## config.mk

```make
export PLATFORM = sky130hd
export DESIGN_NAME = branch_ctrl
export DESIGN_NICKNAME = d
export VERILOG_FILES = /design/src/rtl/branch_ctrl_pkg.sv /design/src/rtl/branch_decide.sv /design/src/rtl/branch_ctrl.sv
export SDC_FILE = /design/constraint.sdc
export NUM_CORES = 1
export LEC_CHECK = 0
export ABC_AREA = 0
export BUFFER_PORTS_ARGS = -buffer_cell sky130_fd_sc_hd__buf_2
export CORE_MARGIN = 2
export CORE_UTILIZATION = 56
export DETAILED_ROUTE_END_ITERATION = 12
export MAX_ROUTING_LAYER = met4
export PLACE_DENSITY_LB_ADDON = 0.3
export SYNTH_ARGS = -nofsm -noshare
export SYNTH_HDL_FRONTEND = slang
export SYNTH_SLANG_ARGS = --single-unit
```

## constraint.sdc

```tcl
create_clock -name clk -period 2.95 [get_ports clk]
set_input_delay 0.295 -clock clk [delete_from_list [all_inputs] [get_ports clk]]
set_output_delay 0.295 -clock clk [all_outputs]
set_load 0.005 [all_outputs]
```

## src/rtl/branch_ctrl_pkg.sv

```systemverilog
// Shared definitions for the execute-stage branch controller: funct3 codes,
// controller state encoding and the flush counter width.
package branch_ctrl_pkg;

  localparam logic [2:0] F3_BEQ  = 3'b000;
  localparam logic [2:0] F3_BNE  = 3'b001;
  localparam logic [2:0] F3_BLT  = 3'b100;
  localparam logic [2:0] F3_BGE  = 3'b101;
  localparam logic [2:0] F3_BLTU = 3'b110;
  localparam logic [2:0] F3_BGEU = 3'b111;

  localparam int FLUSH_CNT_W = 4;

  typedef enum logic [1:0] {
    ST_IDLE  = 2'd0,
    ST_CMP   = 2'd1,
    ST_REDIR = 2'd2,
    ST_FLUSH = 2'd3
  } brState_t;

endpackage

```

## src/rtl/branch_decide.sv

```systemverilog
// Combinational branch outcome: maps funct3 plus comparator flags to
// taken/illegal. Jumps are always taken and never flagged illegal.
module branch_decide
  import branch_ctrl_pkg::*;
(
  input  logic [2:0] funct3,
  input  logic       isJump,
  input  logic       eq,
  input  logic       lt,
  output logic       taken,
  output logic       illegal
);

  always_comb begin
    taken   = 1'b0;
    illegal = 1'b0;
    case (funct3)
      F3_BEQ:  taken = eq;
      F3_BNE:  taken = !eq;
      F3_BLT:  taken = lt;
      F3_BGE:  taken = !lt;
      F3_BLTU: taken = lt;
      F3_BGEU: taken = !lt;
      default: illegal = 1'b1;
    endcase
    if (isJump) begin
      taken   = 1'b1;
      illegal = 1'b0;
    end
  end

endmodule

```

## src/rtl/branch_ctrl.sv

```systemverilog
// Execute-stage branch sequencing controller: accept, compare, redirect, flush.
// Optional statistics counters are enabled with `define BRANCH_CTRL_STATS_EN.
module branch_ctrl
  import branch_ctrl_pkg::*;
#(
  parameter int XLEN         = 32,
  parameter int FLUSH_CYCLES = 2
) (
  input  logic            clk,
  input  logic            rst,
  input  logic            br_valid,
  output logic            br_ready,
  input  logic [2:0]      br_funct3,
  input  logic            br_is_jump,
  input  logic [XLEN-1:0] br_target,
  output logic            BrUn,
  input  logic            BrEq,
  input  logic            BrLT,
  input  logic            abort,
  output logic            redirect_valid,
  output logic [XLEN-1:0] redirect_pc,
  output logic            flush,
  output logic            resolved,
  output logic            resolved_taken,
  output logic            misalign_trap,
  output logic            illegal_br
`ifdef BRANCH_CTRL_STATS_EN
  ,
  output logic [31:0]     stat_branches,
  output logic [31:0]     stat_taken
`endif
);

  localparam logic [FLUSH_CNT_W-1:0] FLUSH_INIT = FLUSH_CNT_W'(FLUSH_CYCLES - 1);

  brState_t               state, stateNext;
  logic [2:0]             funct3Q;
  logic                   isJumpQ;
  logic [XLEN-1:0]        targetQ;
  logic [FLUSH_CNT_W-1:0] flushCnt, flushCntNext;
  logic                   accept;
  logic                   taken, illegal;

  logic                   redirectValidNext;
  logic [XLEN-1:0]        redirectPcNext;
  logic                   flushNext;
  logic                   resolvedNext;
  logic                   resolvedTakenNext;
  logic                   misalignNext;
  logic                   illegalNext;

  assign br_ready = (state == ST_IDLE);
  assign BrUn     = (state == ST_CMP) && funct3Q[1];
  assign accept   = br_valid && br_ready && !abort;

  branch_decide uDecide (
    .funct3  (funct3Q),
    .isJump  (isJumpQ),
    .eq      (BrEq),
    .lt      (BrLT),
    .taken   (taken),
    .illegal (illegal)
  );

  // Capture stage: fields latched on the accepting handshake
  always_ff @(posedge clk or posedge rst) begin
    if (rst) begin
      funct3Q <= '0;
      isJumpQ <= 1'b0;
      targetQ <= '0;
    end else if (accept) begin
      funct3Q <= br_funct3;
      isJumpQ <= br_is_jump;
      targetQ <= br_target;
    end
  end

  // Next state and next values of the registered outputs
  always_comb begin
    stateNext         = state;
    flushCntNext      = flushCnt;
    redirectValidNext = 1'b0;
    redirectPcNext    = redirect_pc;
    flushNext         = 1'b0;
    resolvedNext      = 1'b0;
    resolvedTakenNext = 1'b0;
    misalignNext      = 1'b0;
    illegalNext       = 1'b0;

    case (state)
      ST_IDLE: begin
        if (br_valid) stateNext = ST_CMP;
      end
      ST_CMP: begin
        resolvedNext = 1'b1;
        illegalNext  = illegal;
        if (taken && (targetQ[1:0] != 2'b00)) begin
          misalignNext = 1'b1;
          stateNext    = ST_IDLE;
        end else if (taken) begin
          stateNext         = ST_REDIR;
          redirectValidNext = 1'b1;
          redirectPcNext    = targetQ;
          flushNext         = 1'b1;
          resolvedTakenNext = 1'b1;
        end else begin
          stateNext = ST_IDLE;
        end
      end
      ST_REDIR: begin
        stateNext    = ST_FLUSH;
        flushNext    = 1'b1;
        flushCntNext = FLUSH_INIT;
      end
      ST_FLUSH: begin
        if (flushCnt == '0) begin
          stateNext = ST_IDLE;
        end else begin
          flushNext    = 1'b1;
          flushCntNext = flushCnt - 1'b1;
        end
      end
      default: stateNext = ST_IDLE;
    endcase

    // Kill overrides every transition, including an accept in IDLE
    if (abort) begin
      stateNext         = ST_IDLE;
      flushCntNext      = '0;
      redirectValidNext = 1'b0;
      flushNext         = 1'b0;
      resolvedNext      = 1'b0;
      resolvedTakenNext = 1'b0;
      misalignNext      = 1'b0;
      illegalNext       = 1'b0;
    end
  end

  // State and output register stage
  always_ff @(posedge clk or posedge rst) begin
    if (rst) begin
      state          <= ST_IDLE;
      flushCnt       <= '0;
      redirect_valid <= 1'b0;
      redirect_pc    <= '0;
      flush          <= 1'b0;
      resolved       <= 1'b0;
      resolved_taken <= 1'b0;
      misalign_trap  <= 1'b0;
      illegal_br     <= 1'b0;
    end else begin
      state          <= stateNext;
      flushCnt       <= flushCntNext;
      redirect_valid <= redirectValidNext;
      redirect_pc    <= redirectPcNext;
      flush          <= flushNext;
      resolved       <= resolvedNext;
      resolved_taken <= resolvedTakenNext;
      misalign_trap  <= misalignNext;
      illegal_br     <= illegalNext;
    end
  end

`ifdef BRANCH_CTRL_STATS_EN
  // Counters advance on the same edge that raises the matching pulse
  always_ff @(posedge clk or posedge rst) begin
    if (rst) begin
      stat_branches <= '0;
      stat_taken    <= '0;
    end else begin
      if (resolvedNext)      stat_branches <= stat_branches + 32'd1;
      if (resolvedTakenNext) stat_taken    <= stat_taken + 32'd1;
    end
  end
`endif

endmodule

```

==> results of run 1 <==
[stage by stage]
step	std cells	hold slack, ps
3_5_place_dp	541	295
5_1_grt	558	159
4_1_cts	558	139
3_3_place_gp	541	294
2_1_floorplan	384	358
6_report	558	146
[synth_stat cells, types with 2 or more instances]
master | count | area (um2)
mux2_2 | 34 | 383
o22ai_1 | 2 | 12.5
o221ai_1 | 31 | 272
a21boi_0 | 2 | 15.0
clkbuf_1 | 16 | 60.1
inv_1 | 6 | 22.5
mux2i_1 | 30 | 300
ha_1 | 2 | 25.0
nor2b_1 | 32 | 200
o211ai_2 | 30 | 375
buf_4 | 3 | 22.5
xnor2_1 | 2 | 17.5
nor2_1 | 3 | 11.3
buf_6 | 9 | 101
dfrtp_1 | 79 | 1980
o21ai_0 | 5 | 25.0
and2_1 | 30 | 188
nand4_1 | 2 | 12.5
a21oi_1 | 5 | 25.0
nand2_1 | 35 | 131
buf_2 | 8 | 40.0
[sequential cells by signal, summed over array words and instances (netlist names)]
register        count
misalign_trap       1
flush               1
resolved            1
illegal_br          1
state               2
funct3Q             3
redirect_pc        32
resolved_taken      1
targetQ            32
flushCnt            4
isJumpQ             1
[layout make-up]
class,count,area share [%]
Clock buffer,11,2.63
Timing Repair Buffer,92,9.81
Multi-Input combinational cell,262,43.7
Tap cell,102,2.55
Sequential cell,79,39.6
Clock inverter,5,1.18
Inverter,7,0.551
[layer usage]
metal	track usage (%)	routed length (um)	vias up
met1	31.7	4340	1705
met3	4.72	486	13
met4	6.34	112	0
li1	-	-	1526
met5	-	0	-
met2	38.9	4770	104
[worst min-delay path: stages]
cell and delay (ps):
buf_2 80, nand2_1 40, o21ai_0 60
[power groups by stage]
stage	logic (mW)	clock network [mW]	registers [mW]
finish	1.19	0.798	1.55
global route	1.31	0.862	1.57
CTS	1.20	0.812	1.54
detailed placement	1.19	0	1.56
global placement	1.14	0	1.55
floorplan	0.953	0	1.46
[cells by family (layout without fill, tap and decap cells)]
family / after synthesis / in the layout / synth area share [%]
buffers and inverters: 43 / 115 / 5.71
multiplexers: 64 / 64 / 15.6
XOR/XNOR: 2 / 2 / 0.400
AND/OR/NAND/NOR: 114 / 114 / 15.1
AO/OA/AOI/OAI: 80 / 80 / 17.6
flip-flops: 79 / 79 / 45.1
adder cells (fa/ha/maj): 2 / 2 / 0.571
[worst max path at each step]
stage	cells past startpoint	startpoint	endpoint
after floorplan	1	rst	flush
after global placement	4	state[0]	redirect_pc[6]
after detailed placement	4	state[0]	redirect_pc[24]
after CTS	4	state[0]	redirect_pc[24]
after global routing	4	state[0]	redirect_pc[10]
final	4	state[0]	redirect_pc[24]
[what timing repair did]
item / in CTS / in global routing
hold buffers: 1 / 0
setup endpoints to repair: 0 / 0
hold endpoints to repair: 21 / 0
gates resized for setup: 0 / 0
==> results.md, run 1 <==
- CP max stage cell: dfrtp_1
- Tot GR Track Use: 24.2%
- Max cap viols: 0
- Diodes inserted: 0
- Via-to-Cell Ratio: approximately 6.0
- Place WS: 850 ps
- Clock Sinks: 79
- GPL Wtd Cong: about 0.8
- Worst Setup End Kind: flip-flop
- Core area: ~7600 um2
- R2R setup slack: 840 ps
- Reg clk slew, reported paths: around 90 ps
- Fill count: ~620
- Final net count: between 400 and 500
- Worst Hold End: isJumpQ
- Placed cell area: between 4000 and 5000 um2
- DR iter-0 viols: roughly 140
- Setup crit start kind: flip-flop
- Most used DFF post-synth: dfrtp_1
- CP arrival: 2320 ps
- Multi-input gate area: roughly 2200 um2
- Final worst path period need: 2110 ps
- DRT antenna net count: 0
- Min-delay src: br_is_jump
- Pint: around 2.3 mW
- Commonest non-fill, non-tap cell in the layout: buf_2
- Most frequent cells in the layout: 81 x buf_2, 78 x dfrtp_1, 35 x nand2_1
- Reg2reg path depth: 4
- P_leak: about 2.0 nW
- Vias in the first global route: around 3.3k
- Routed WL: a little under 10 mm
- Total power: 3.54 mW
- Register area: 1980 um2
- Req. time, crit path: about 3200 ps
- # H-tree levels: 3
- Layout Area Growth over Synthesis: 14.0%
- Share of cells above drive strength 1: about two fifths
- PD cells: a little over 700 nW/um2
- CTS tree: done
- DP Wirelength: between 6 and 7 mm
- Final instance area: about 5000 um2
- Worst r2r dst: redirect_pc[24]
- #FFs+latches synth: 79
- First-pass detailed-route iteration total: 5
- Normalized max-slew margin: 36.8%
- Post-Route Skew: 12.3 ps
- Setup TNS: 0 ps
- Worst skew pair latency: 350 ps
- Die area: ~8600 um2
- Worst path top cell family by delay: flip-flops
- Reg-to-reg startpoint: state[0]
- Final setup margin: 840 ps
- EDFF count, synth: 0
- Tcrit/Tclk final: between 70% and 80%
- Worst setup path class: flip-flop to flip-flop
- Switching share of power: between 30 and 40%
- Die H: 92.5 um
- Hold depth: 3
- Buf/Inv on CP: 1
- Worst Hold Class: input pin to flip-flop
- CTS root buf: clkbuf_8
- Die W: ~90 um
- CP cell instances: nor4b_4 > buf_4 > mux2i_1 > o211ai_2
- Post-synthesis sequential area ratio: between 40 and 50%
- Fmax: between 0.4 and 0.5 GHz
- Cell Area, Synth: 4390 um2
- Remaining DRCs: 0
- Post-CTS setup buffer count: 0
- Maximum fanout along the worst path: 52
- Fin util: between 60 and 70%
- Syn_area_per_cell: roughly 11 um2
- Routed via count: about 3.3k
- Reg power frac: a little over two fifths
- RSZ-0062 raised after global routing: false
- Worst-Margin Slew: 948 ps
- Net switching power: 1.28 mW
- Row count: 32
- WL/cell: 17.4 um
- Max Buffers Root-to-Sink: 2
- VDD IR max: around 380 uV
- Status: complete, no violations
- Initial antenna violation count: 0
- Total congestion overflow: 0
- Clock power frac: between 20% and 30%
- Initial Util: 57.3%
- Input/output buffers: a little over 80
- Largest net degree at the start of global routing: a little over 60
- Async SR Flop Fraction: between 90% and 100%
- Slowest cell delay on critical path: between 600 and 700 ps
- Combinational Power Share: 33.7%
- Yosys warning count: 0
- Endpoints failing hold: 0
- Synth unique cells: 39
- Count of final setup violators: 0
- IO Pins: 82
- Post-synthesis net count: between 400 and 500
- Cells after Synth: about 380
- Fin. max-slew vios: 0
- Global-route wire length before repair: about 16 mm
- CTS Buf Count: 9
Power figures use the tool's default switching activity.
==> run 2: changes to the inputs <==
--- a/config.mk
+++ b/config.mk
@@ -8,7 +8,7 @@
 export ABC_AREA = 0
 export BUFFER_PORTS_ARGS = -buffer_cell sky130_fd_sc_hd__buf_2
 export CORE_MARGIN = 2
-export CORE_UTILIZATION = 56
+export CORE_UTILIZATION = 50
 export DETAILED_ROUTE_END_ITERATION = 12
 export MAX_ROUTING_LAYER = met4
 export PLACE_DENSITY_LB_ADDON = 0.3
==> constraint.sdc (replaced) <==
create_clock -name clk -period 1.9 [get_ports clk]
set_input_delay 0.19 -clock clk [delete_from_list [all_inputs] [get_ports clk]]
set_output_delay 0.19 -clock clk [all_outputs]
set_load 0.005 [all_outputs]
==> run 2 against run 1 <==
Against the previous run: register-to-register slack got worse by 600 ps; utilization decreased by 6.0 points; design area increased by 2.0%; first-iteration DRC count decreased by 19%; flip-flop and latch count unchanged; critical path depth increased by 1; clock skew decreased by 5.4 ps; sequential power increased by 52%; die area increased by 11%; via count decreased by 0.93%; combinational power increased by 67%; non-clock buffer count increased by 8; largest power group unchanged.
==> results.md, run 2 (synthesized netlist as in run 1, its figures left out) <==
- Status: complete, no violations
- Die area: 9540 um2 (+11%)
- Die W: 97.7 um (+5.6%)
- Most frequent cells in the layout: 81 x buf_2, 78 x dfrtp_1, 35 x nand2_1
- Maximum fanout along the worst path: 5 (-90%)
- Endpoints failing hold: 0 (unchanged)
- Post-CTS setup buffer count: 0 (unchanged)
- CTS root buf: clkbuf_8
- Reg-to-reg startpoint: flushCnt[0]
- Core area: 8590 um2 (+12%)
- Final net count: 503 (+1.6%)
- Multi-input gate area: 2180 um2 (unchanged)
- Fmax: 0.601 GHz (+27%)
- Row count: 34 (+6.3%)
- Clock Sinks: 79 (unchanged)
- GPL Wtd Cong: 0.758 (-6.5%)
- Setup crit start kind: flip-flop
- Worst Setup End Kind: flip-flop
- Initial Util: 51.0% (-6.3 points)
- Hold depth: 3 (unchanged)
- Largest net degree at the start of global routing: 39 (-37%)
- Layout Area Growth over Synthesis: 16.2%
- Global-route wire length before repair: 16.8 mm (+5.3%)
- Top flop regs: redirect_pc x32, targetQ x32, flushCnt x4
- Fill count: 764 (+22%)
- Post-CTS sizing: 0 (unchanged)
- First-pass detailed-route iteration total: 4 (-1)
- Min-delay src: br_funct3[2]
- RSZ-0062 raised after global routing: false
- Initial antenna violation count: 0 (unchanged)
- Worst-Margin Slew: 450 ps (-499 ps)
- Normalized max-slew margin: 70.0% (+33 points)
- P_leak: 2.01 nW (+2.3%)
- Total congestion overflow: 0 (unchanged)
- DR iter-0 viols: 117 (-19%)
- # H-tree levels: 3 (unchanged)
- Final worst path period need: 1660 ps (-446 ps)
- Vias in the first global route: 3,449 (+3.2%)
- Worst setup path class: flip-flop to flip-flop
- Remaining DRCs: 0 (unchanged)
- Diodes inserted: 0 (unchanged)
- Post-Route Skew: 6.88 ps (-5.45 ps)
- Die H: 97.7 um (+5.6%)
- DP Wirelength: 6.72 mm (+8.3%)
- Max Buffers Root-to-Sink: 2 (unchanged)
- Commonest non-fill, non-tap cell in the layout: buf_2
- Total power: 5.43 mW (+54%)
- Tcrit/Tclk final: 87.6% (+16 points)
- Worst r2r dst: flushCnt[0]
- Max cap viols: 0 (unchanged)
- Fin. max-slew vios: 0 (unchanged)
- Tot GR Track Use: 22.3% (-1.9 points)
- VDD IR max: 494 uV (+31%)
- WL/cell: 17.4 um (+0.12%)
- CTS tree: done
- Quantity of hold-fixing buffers added after cts: 1 (unchanged)
- Reg clk slew, reported paths: 80 ps (about the same)
- IO Pins: 82 (unchanged)
- Register area: 1980 um2 (unchanged)
- Req. time, crit path: 2180 ps (-980 ps)
- Worst Hold Class: input pin to flip-flop
- DRT antenna net count: 0 (unchanged)
- PD cells: 1070 nW/um2 (+51%)
- Layout Cells excl Fill: 571 (+2.3%)
- Count of final setup violators: 0 (unchanged)
- CP arrival: 1940 ps (-380 ps)
- Worst skew pair latency: 350 ps (about the same)
- Input/output buffers: 81 (unchanged)
- Placed insts: 555 (+2.6%)
- Share of cells above drive strength 1: 39.7% (+0.49 points)
- CP endpoint: flushCnt[0]
- CP startpoint: flushCnt[0]
- Reg2reg path depth: 5 (+1)
- Routed WL: 9.94 mm (+2.5%)
- CTS Buf Count: 9 (unchanged)
- Setup TNS: 0 ps (unchanged)
- Routed via count: 3,317 (-0.93%)
- Via-to-Cell Ratio: 5.81 (-3.2%)
- R2R setup slack: 240 ps (-600 ps)
[run 2: changes by cell type in the layout (fill, tap and decap cells not counted)]
cell / change
buf_12: +5
buf_4: +3
clkbuf_1: +2
bufinv_16: -1
clkbuf_8: +1
clkinv_2: -1
clkinv_4: -1
clkinvlp_4: -1
[run 2: how the worst min path moves through the flow]
| stage | end | slack, ps |
|---|---|---|
| 2_1_floorplan | flushCnt[1] | 250 |
| 3_3_place_gp | funct3Q[0] | 180 |
| 3_5_place_dp | funct3Q[1] | 190 |
| 4_1_cts | targetQ[19] | 50 |
| 5_1_grt | targetQ[4] | 60 |
| 6_report | funct3Q[2] | 60 |
[run 2: metal layers]
metal | part of all wire, % | track usage, %
met1 | 46 | 30.5
met4 | 1.8 | 8.33
met3 | 5.3 | 3.96
met5 | 0 | -
met2 | 47 | 33.4
[run 2: through the flow]
step	hold WS, ps	worst slack (ps)	util (%)	instance area [um2]
detailed placement	186	262	57.4	4930
CTS	53.0	244	59.3	5100
global placement	182	322	57.4	4930
global route	62.1	146	59.3	5100
floorplan	253	373	-	4390
finish	61.6	235	59.3	5100
[run 2: worst max-delay path, cell delays in order, from the launching register on]
cell and delay, ps:
dfrtp_1 420, inv_1 110, ha_1 180, or3b_2 510, a41o_1 260, a21oi_1 110
[run 2: report_power, final]
group	leakage, nW	internal (mW)	switching, mW
Sequential	0.879	2.03	0.322
Combinational	1.05	0.944	1.04
Clock	0.0805	0.505	0.592
Total	2.01	3.48	1.96
[run 2: area by class of cell]
cell class,instances,share of cell area (%)
timing repair buffer,100,12.0
sequential,79,38.8
multi-input combinational,262,42.8
tap,108,2.65
inverter,7,0.589
clock inverter,1,0.0982
clock buffer,14,2.99
==> run 3: changes to the inputs <==
--- a/config.mk
+++ b/config.mk
@@ -12,6 +12,7 @@
 export DETAILED_ROUTE_END_ITERATION = 12
 export MAX_ROUTING_LAYER = met4
 export PLACE_DENSITY_LB_ADDON = 0.3
+export SLEW_MARGIN = 0
 export SYNTH_ARGS = -nofsm -noshare
 export SYNTH_HDL_FRONTEND = slang
 export SYNTH_SLANG_ARGS = --single-unit
==> constraint.sdc (replaced) <==
create_clock -name clk -period 1.9 [get_ports clk]
set_input_delay 0.095 -clock clk [delete_from_list [all_inputs] [get_ports clk]]
set_output_delay 0.095 -clock clk [all_outputs]
set_load 0.005 [all_outputs]
==> run 3 against run 2 <==
Against the previous run: clock power increased by 11%; flip-flop and latch count unchanged; critical endpoint is now redirect_pc[13]; highest routed layer unchanged; largest power group unchanged; clock skew increased by 3.1 ps; power increased by 3.7%; non-clock buffer count increased by 37; cell count increased by 6.5%; sequential power about the same; worst setup slack got worse by 33 ps; wire length increased by 2.4%; design area increased by 7.6%; die area unchanged; worst hold slack got worse by 49 ps.
==> results.md, run 3 (synthesized netlist as in run 1, its figures left out) <==
- Remaining DRCs: 0 (unchanged)
- # H-tree levels: 3 (unchanged)
- Buf/Inv on CP: 1 (unchanged)
- CTS root buf: clkbuf_8
- Die H: 97.7 um (unchanged)
- Status: complete, no violations
- CP max stage cell: dfrtp_1
- Total congestion overflow: 0 (unchanged)
- Maximum fanout along the worst path: 36 (+31)
- Max cap viols: 0 (unchanged)
- Fill count: 704 (-7.9%)
- Row count: 34 (unchanged)
- Vias in the first global route: 3,494 (+1.3%)
- Via-to-Cell Ratio: 5.70 (-1.8%)
- Clock power frac: 21.6% (+1.4 points)
- DRT antenna net count: 0 (unchanged)
- DP Wirelength: 6.74 mm (+0.37%)
- Commonest non-fill, non-tap cell in the layout: buf_2
- Worst-Margin Slew: 480 ps (+29.8 ps)
- Initial Util: 51.0% (unchanged)
- Worst Hold Class: input pin to flip-flop
- Slowest cell delay on critical path: 450 ps (-60 ps)
- Die W: 97.7 um (unchanged)
- Reg power frac: 41.8% (-1.4 points)
- Final net count: 540 (+7.4%)
- Tcrit/Tclk final: 89.3% (+1.7 points)
- Net switching power: 2.00 mW (+2.4%)
- Input/output buffers: 81 (unchanged)
- RSZ-0062 raised after global routing: false
- Placed insts: 556 (+0.18%)
- Normalized max-slew margin: 68.0% (-2.1 points)
- Layout Cells excl Fill: 608 (+6.5%)
- VDD IR max: 610 uV (+23%)
- WL/cell: 16.7 um (-3.9%)
- Register area: 1980 um2 (unchanged)
- Final setup margin: 203 ps (-32.5 ps)
- Core area: 8590 um2 (unchanged)
- PD cells: 1030 nW/um2 (-3.7%)
- Fin. max-slew vios: 0 (unchanged)
- Top flop regs: redirect_pc x32, targetQ x32, flushCnt x4
- CP arrival: 1920 ps (-20 ps)
- Count of final setup violators: 0 (unchanged)
- Pint: 3.63 mW (+4.4%)
- GPL Wtd Cong: 0.751 (-0.88%)
- Reg clk slew, reported paths: 80 ps (about the same)
- Setup TNS: 0 ps (unchanged)
- Worst skew pair latency: 360 ps (about the same)
- Combinational Power Share: 36.6% (about the same)
- Req. time, crit path: 2130 ps (-50 ps)
- Worst path top cell family by delay: flip-flops
- CTS Buf Count: 9 (unchanged)
- Setup crit start kind: flip-flop
- Final worst path period need: 1700 ps (+32.5 ps)
- Max Buffers Root-to-Sink: 2 (unchanged)
- Tot GR Track Use: 22.8% (+0.50 points)
- Post-Route Skew: 9.94 ps (+3.07 ps)
- Diodes inserted: 0 (unchanged)
- First-pass detailed-route iteration total: 4 (unchanged)
- Switching share of power: 35.6% (-0.45 points)
- Most frequent cells in the layout: 81 x buf_2, 78 x dfrtp_1, 37 x dlygate4sd3_1
- Fin util: 63.8% (+4.5 points)
- Multi-input gate area: 2180 um2 (unchanged)
- Routed via count: 3,468 (+4.6%)
- Die area: 9540 um2 (unchanged)
- DR iter-0 viols: 197 (+68%)
- Place WS: 225 ps (-37.5 ps)
- P_leak: 2.18 nW (+8.1%)
- CP cell instances: nor4b_4 > buf_12 > mux2i_1 > o211ai_2
- Share of cells above drive strength 1: 37.4% (-2.3 points)
- Clock Sinks: 79 (unchanged)
- Routed WL: 10.2 mm (+2.4%)
- IO Pins: 82 (unchanged)
- Hold Slack: 12.4 ps (-49.2 ps)
- Worst Setup End Kind: flip-flop
- Worst setup path class: flip-flop to flip-flop
- Initial antenna violation count: 0 (unchanged)
- Fmax: 0.589 GHz (-1.9%)
- Largest net degree at the start of global routing: 41 (+5.1%)
- Layout Area Growth over Synthesis: 25.1%
- CTS tree: done
- Global-route wire length before repair: 17.1 mm (+1.8%)
- Endpoints failing hold: 0 (unchanged)
[run 3: changes by cell type in the layout (fill, tap and decap cells not counted), sizes merged]
| cell | before | now |
|---|---|---|
| dlygate4sd3 | 1 | 37 |
| clkbuf | 14 | 11 |
| bufinv | 0 | 1 |
| buf | 99 | 100 |
| clkinv | 2 | 3 |
| clkinvlp | 1 | 2 |
[run 3: power by group through the flow]
stage	Clock, mW	Sequential, mW	Combinational (mW)
2_1_floorplan	0	2.27	1.48
3_3_place_gp	0	2.37	1.94
3_5_place_dp	0	2.39	2.01
4_1_cts	1.25	2.36	2.07
5_1_grt	1.32	2.41	2.26
6_report	1.22	2.36	2.06
[run 3: worst paths after layout]
kind,from,to,slack [ps],cells after the start
min in group asynchronous,rst,funct3Q[1],310,3
max in group asynchronous,rst,targetQ[14],960,4
min,abort,flushCnt[2],10,2
max reg2reg,state[1],redirect_pc[13],200,4
max,state[1],redirect_pc[13],200,4
min reg2reg,targetQ[12],targetQ[12],530,1
[run 3: worst register-to-register path, stage by stage, from the launching register on]
cell and delay (ps):
dfrtp_1 450, nor4b_4 450, buf_12 270, mux2i_1 290, o211ai_2 110
[run 3: metrics by stage]
step | instance area (um2) | total power [mW]
floorplan | 4390 | 3.75
global placement | 4940 | 4.30
detailed placement | 4940 | 4.39
CTS | 5490 | 5.68
global route | 5490 | 5.99
finish | 5490 | 5.63
[run 3: final cells by class]
class	count	share of cell area, %
Clock inverter	4	0.867
Sequential cell	79	36.1
Multi-Input combinational cell	262	39.8
Clock buffer	11	2.39
Tap cell	108	2.46
Timing Repair Buffer	137	17.9
Inverter	7	0.547
[run 3: timing repair]
item                                    in CTS  in global routing
hold endpoints to repair                    54                  0
hold buffers                                37                  0
gates resized for setup                      0                  0
setup buffers                                0                  0
endpoints found under the setup margin       0                  0
[run 3: per-layer routing]
metal / track usage, % / vias up / wire length [um]
met5: - / - / 0
met4: 5.24 / 0 / 68
met3: 4.89 / 6 / 462
met2: 36.8 / 99 / 5000
met1: 29.7 / 1737 / 4650
li1: - / 1626 / -
